`src/rtl/mul_arbiter.sv`:
```
// mul_arbiter: round-robin arbiter sharing one 24x24 mantissa multiplier, with watchdog abort
module mul_arbiter #(
  parameter int NUM_REQ = 2,
  parameter int TIMEOUT = 64
) (
  input  logic                          CLK,
  input  logic                          RST,
  input  logic [NUM_REQ-1:0]            Req_valid,
  input  logic [24*NUM_REQ-1:0]         Req_datain1,
  input  logic [24*NUM_REQ-1:0]         Req_datain2,
  output logic [NUM_REQ-1:0]            Req_ack,
  output logic [47:0]                   Req_dataout,
  output logic [2:0]                    Req_exc,
  output logic                          Busy,
  output logic [$clog2(NUM_REQ)-1:0]    Grant_id,
  output logic [23:0]                   Multi_datain1,
  output logic [23:0]                   Multi_datain2,
  output logic                          Multi_valid,
  input  logic [47:0]                   Multi_dataout,
  input  logic [2:0]                    Multi_Exc,
  input  logic                          Multi_ack
);
  localparam int GW = $clog2(NUM_REQ);
  localparam int WW = $clog2(TIMEOUT);
  typedef enum logic [1:0] {IDLE, ISSUE, RESPOND} state_t;
  state_t state;
  logic [GW-1:0] ptr, win, j;
  logic [WW-1:0] wd;
  always_comb begin
    win = '0;
    j = '0;
    for (int i = NUM_REQ - 1; i >= 0; i--) begin
      j = GW'((int'(ptr) + i) % NUM_REQ);
      if (Req_valid[j]) win = j;
    end
  end
  always_ff @(posedge CLK) begin
    if (RST) begin
      state <= IDLE;
      ptr <= '0;
      wd <= '0;
      Req_ack <= '0;
      Req_dataout <= '0;
      Req_exc <= '0;
      Busy <= 1'b0;
      Grant_id <= '0;
      Multi_valid <= 1'b0;
      Multi_datain1 <= '0;
      Multi_datain2 <= '0;
    end else begin
      case (state)
        IDLE: if (|Req_valid) begin
          state <= ISSUE;
          Busy <= 1'b1;
          Grant_id <= win;
          ptr <= (win == GW'(NUM_REQ - 1)) ? '0 : win + GW'(1);
          Multi_datain1 <= Req_datain1[24*win +: 24];
          Multi_datain2 <= Req_datain2[24*win +: 24];
          Multi_valid <= 1'b1;
        end
        ISSUE: begin
          wd <= wd + WW'(1);
          if (Multi_ack || wd == WW'(TIMEOUT - 1)) begin
            state <= RESPOND;
            Multi_valid <= 1'b0;
            Req_ack <= NUM_REQ'(1) << Grant_id;
            Req_dataout <= Multi_ack ? Multi_dataout : '0;
            Req_exc <= Multi_ack ? Multi_Exc : 3'b111;
          end
        end
        RESPOND: begin
          state <= IDLE;
          Busy <= 1'b0;
          wd <= '0;
          Req_ack <= '0;
          Req_dataout <= '0;
          Req_exc <= '0;
        end
        default: state <= IDLE;
      endcase
    end
  end
endmodule
```
`config.mk`:
```
export PLATFORM = sky130hd
export DESIGN_NAME = mul_arbiter
export DESIGN_NICKNAME = d
export VERILOG_FILES = /design/src/rtl/mul_arbiter.sv
export SDC_FILE = /design/constraint.sdc
export NUM_CORES = 1
export LEC_CHECK = 0
export BUFFER_PORTS_ARGS = -buffer_cell sky130_fd_sc_hd__buf_2
export CAP_MARGIN = 20
export CORE_ASPECT_RATIO = 0.5
export CORE_MARGIN = 2
export CORE_UTILIZATION = 29
export DETAILED_ROUTE_END_ITERATION = 16
export PLACE_DENSITY_LB_ADDON = 0.25
export SYNTH_ARGS = -nofsm -noshare
export SYNTH_HDL_FRONTEND = slang
export SYNTH_SLANG_ARGS = --single-unit
```
`constraint.sdc`:
```
create_clock -name CLK -period 2.4 [get_ports CLK]
set_clock_uncertainty 0.1 [all_clocks]
set_input_delay 0.48 -clock CLK [delete_from_list [all_inputs] [get_ports CLK]]
set_output_delay 0.48 -clock CLK [all_outputs]
set_load 0.05 [all_outputs]
```
# == Yosys cells after proc, flatten, opt, wreduce, memory -nomap -nowiden ==
# Cells that the tools add are included.
# totals
reg_bits,113
inputBits,152
word_cells,59
# classes
n_addsub,3
mul,1
magnitude_cmp,2
n_eq_ne,5
shifts,3
mux,23
reduce_logical,11
# op_table
op,count
$mux 48,2
$pmux 48 s2,1
$shiftx 48x7->24,2
$pmux 6 s2,1
$mux 1,9
$pmux 2 s2,2
$reduce_and 2->1,4
$add 6x1->6 const B,1
$eq 6x6->1 const B,1
$mux 2,3
$mux 3,2
$pmux 3 s2,1
$reduce_bool 2->1,3
$lt 1x2->1 const B,2
$ne 2x2->1 const B,2
$pmux 1 s2,2
$mul 2x1->3 const A,1
$reduce_and 3->1,1
$add 1x1->1 const B,2
$eq 2x1->1 const B,1
$eq 2x2->1 const B,1
$logic_not 2->1,1
$reduce_or 2->1,1
$shl 1x1->2 const A,1
$logic_or 1x1->1,1

# == Depth between registers and ports, before layout ==
# logic_depth
word_depth,7
ltp_mapped,9

# == Worst setup path after synthesis ==
# No wires, ideal clock.
# synth_timing
path_type,register to register
from,register state[0]
to,register Multi_datain1[0]
setup_time_ns,0.131
t_arrival_ns,1.457
required_ns,2.169
path_slack_ns,0.712
stages_incl_launch_ff,8
path_buffers,3
period_less_slack_ns,1.688
path_cell_list,dfxtp_1 > inv_1 > ha_1 > buf_2 > nand2_1 > clkbuf_1 > clkbuf_1 > o21ai_0
# synth_via
elab_chain_len,2
# synth_lines
element,line,source
start: declaration,26,state_t state;
start signal: assignment,39,state <= IDLE;
start signal: assignment,53,state <= ISSUE;
start signal: assignment,64,state <= RESPOND;
$logic_not 2->1,51,case (state)
$reduce_and 2->1 (no source line),--,
end signal: assignment,57,Multi_datain1 <= Req_datain1[24*win +: 24];
end: declaration,16,"output logic [23:0] Multi_datain1,"
# Every way passes these cells.
# A chain may end at the register's enable or synchronous reset.

# == Final worst setup path ==
# layout_timing
from,register state[1]
to,register Req_dataout[28]
# layout_via
elab_chain_len,3
word_cells_on_any_way,6
cone_classes,3 x eq/ne; 1 x mux; 2 x reduce/logical
# layout_lines
element,line,source
$eq 2x1->1 or $eq 2x2->1 (tied branches),51,
$ne 2x2->1 (no source line) or $reduce_bool 2->1 (tied branches),--,
$reduce_and 2->1 (no source line),--,
end signal: assignment,67,Req_dataout <= Multi_ack ? Multi_dataout : '0;
end: declaration,12,"output logic [47:0] Req_dataout,"
# Parallel ways exist; a longest one is shown, timed or not.

==> reports/qor.csv <==
metric;value;unit
multi_input_area;0.00194;mm2
regArea;0.00226;mm2
die_h;91.3;um
crit_type;reg -> reg;
ys_seq_area_share;51.1;%
first_pass_iters;4;
gp_congestion;0.730;
vias_per_cell;4.61;
synth_seq_cells;113;
layout-area-overhead-vs-synth;45.9;%
ioPinCount;256;
yosysTopAreaCellShare;51.1;%
clkSinkCount;113;
period_share;80.7;%
clk_path_buf_depth;2;
drt_iter0_drc;201;
yosysWarnings;0;
avgRoutedWirePerCell;13.1;um
n_fill_cell;1527;
dieArea;0.0163;mm2
syn-num-nets;677;
clock_latency;0.39;ns
synth_area_per_cell;8.51;um2
reg2regPathDepth;7;
fmax;516;MHz
ir_drop;0.000431;V
end_kind;flip-flop;
crit_path_max_fanout;46;
async_reset_ff_share;0;%
period_minus_slack;1.94;ns
via_count;4469;
grt_pass1_vias;4109;
placementRows;31;
start_util;30.1;%
cts_setup_buffers;0;
hold_viol_final;0;
drive_above_1_share;39.0;%
antenna_found_initial;0;
grt_max_degree;51;
final_common_cell;buf_2;
grt-ovfl-total;0;
syn-cell-area;0.00442;mm2
critical_path_arrival;2.16;ns
drc;0;
status;finished clean;
nNetsFinal;918;
tightest_slew;0.455;ns
portBuffers;255;
fin_ws;0.463;ns
numCtsBuffers;17;
finalSetupViolCount;0;
cp_data_required_time;2.62;ns
rsz0062_at_grt;no;
cts_hold_buffers;0;
drv_cap;0;
clkTransAtPathRegs;0.05;ns
synth_top_area_cell;dfxtp_1;
p_per_area;931;mW/mm2
clockRootBuffer;clkbuf_16;
diodes;0;
synth_flop_cell;dfxtp_1;
antenna_left;0;
hp-class;in -> reg;
drt_wl_total;12.7;mm
tns;0;ns
track_usage;14.9;%
slew_violations;0;
hpwlAfterDp;9.06;mm
maxSlewHeadroom;69.3;%
yosys-top-cells-area;dfxtp_1, nand2_1, a22oi_1;
core_area;0.0147;mm2
synth_cells;520;
cts_max_level;4;
synth_cell_type_count;36;
place_ws;0.473;ns
grt_pass1_wl;19.4;mm
total_leakage_power;2.95;nW
whs_path_depth;3;
die_width;179;um
cp-start-kind;flip-flop;
cts_tree;yes;
cts_resized;0;
final_cell_mix;buf_2, dfxtp_1, nand2_1;
synth-edff-count;0;
[through the flow]
| step | hold WS, ns | area, um2 | instances | utilization (%) | power, mW |
|---|---|---|---|---|---|
| after floorplan | 0.363 | 4420 | 520 | - | 3.21 |
| after global placement | 0.330 | 5880 | 940 | 40.0 | 3.61 |
| after detailed placement | 0.338 | 5880 | 940 | 40.0 | 3.63 |
| after CTS | 0.181 | 6450 | 970 | 43.9 | 6.08 |
| after global routing | 0.192 | 6450 | 970 | 43.9 | 6.28 |
| final | 0.199 | 6450 | 970 | 43.9 | 6.01 |
[cell usage after synthesis, types with 2 or more instances]
cell and number:
nor2_1 11, xor2_1 3, nand2_1 104, o21ai_1 29, buf_2 16, and2_1 2
o2bb2ai_1 5, dfxtp_1 113, nor3_1 2, mux2i_1 2, clkbuf_2 2, a22oi_1 49
o211ai_1 2, ha_1 5, o21ai_0 71, nor2b_1 4, inv_1 4, a21oi_1 5
buf_6 4, buf_4 3, nand2b_1 2, nand3_1 49, a21boi_2 2, clkbuf_1 18
nand4_1 2
[cell type report]
type / instances / area share (%)
Multi-Input combinational cell: 358 / 30.0
Inverter: 5 / 0.291
Clock inverter: 4 / 0.737
Sequential cell: 113 / 35.1
Clock buffer: 26 / 8.20
Tap cell: 198 / 3.84
Timing Repair Buffer: 266 / 21.8
[where the power goes]
group | switching, mW | internal, mW
Clock | 0.825 | 1.60
Combinational | 1.04 | 0.391
Sequential | 0.0885 | 2.06
Total | 1.95 | 4.05
[critical path: stages (launching register included)]
cell and delay, ns:
dfxtp_1 0.31, inv_1 0.12, ha_1 0.28, nand3_1 0.17, o211ai_4 0.24, buf_4 0.40
nand3_1 0.13, o21ai_0 0.09
[per-layer routing]
metal	vias up	routed length [um]	track usage, %	share of wire, %
li1	2305	-	-	-
met1	2037	5430	17.1	43
met2	118	6450	26.4	51
met3	9	729	3.94	5.7
met4	0	126	6.10	0.99
met5	-	0	0	0
[flip-flops by register name, indices dropped and copies added, names as in the netlist]
register,flops
Req_ack,2
Busy,1
Multi_valid,1
Multi_datain1,24
state,2
Multi_datain2,24
wd,6
Req_dataout,48
Grant_id,1
ptr,1
Req_exc,3
[cell families after synthesis]
logic type | after synthesis | synth area share (%)
muxes | 2 | 0.453
xor gates and xnor gates | 3 | 0.594
DFF | 113 | 51.1
buffers and inverters | 49 | 5.60
AOI/OAI and AO/OA | 168 | 23.1
adders and majority gates | 5 | 1.41
and+or+nand+nor | 180 | 17.7
[worst paths after layout]
path	startpoint	endpoint	slack (ns)
max	state[1]	Req_dataout[28]	0.46
min	Multi_dataout[46]	Req_dataout[46]	0.20
max reg2reg	state[1]	Req_dataout[28]	0.46
min reg2reg	Multi_datain1[9]	Multi_datain1[9]	0.34
(Power assumes the default switching activity.)
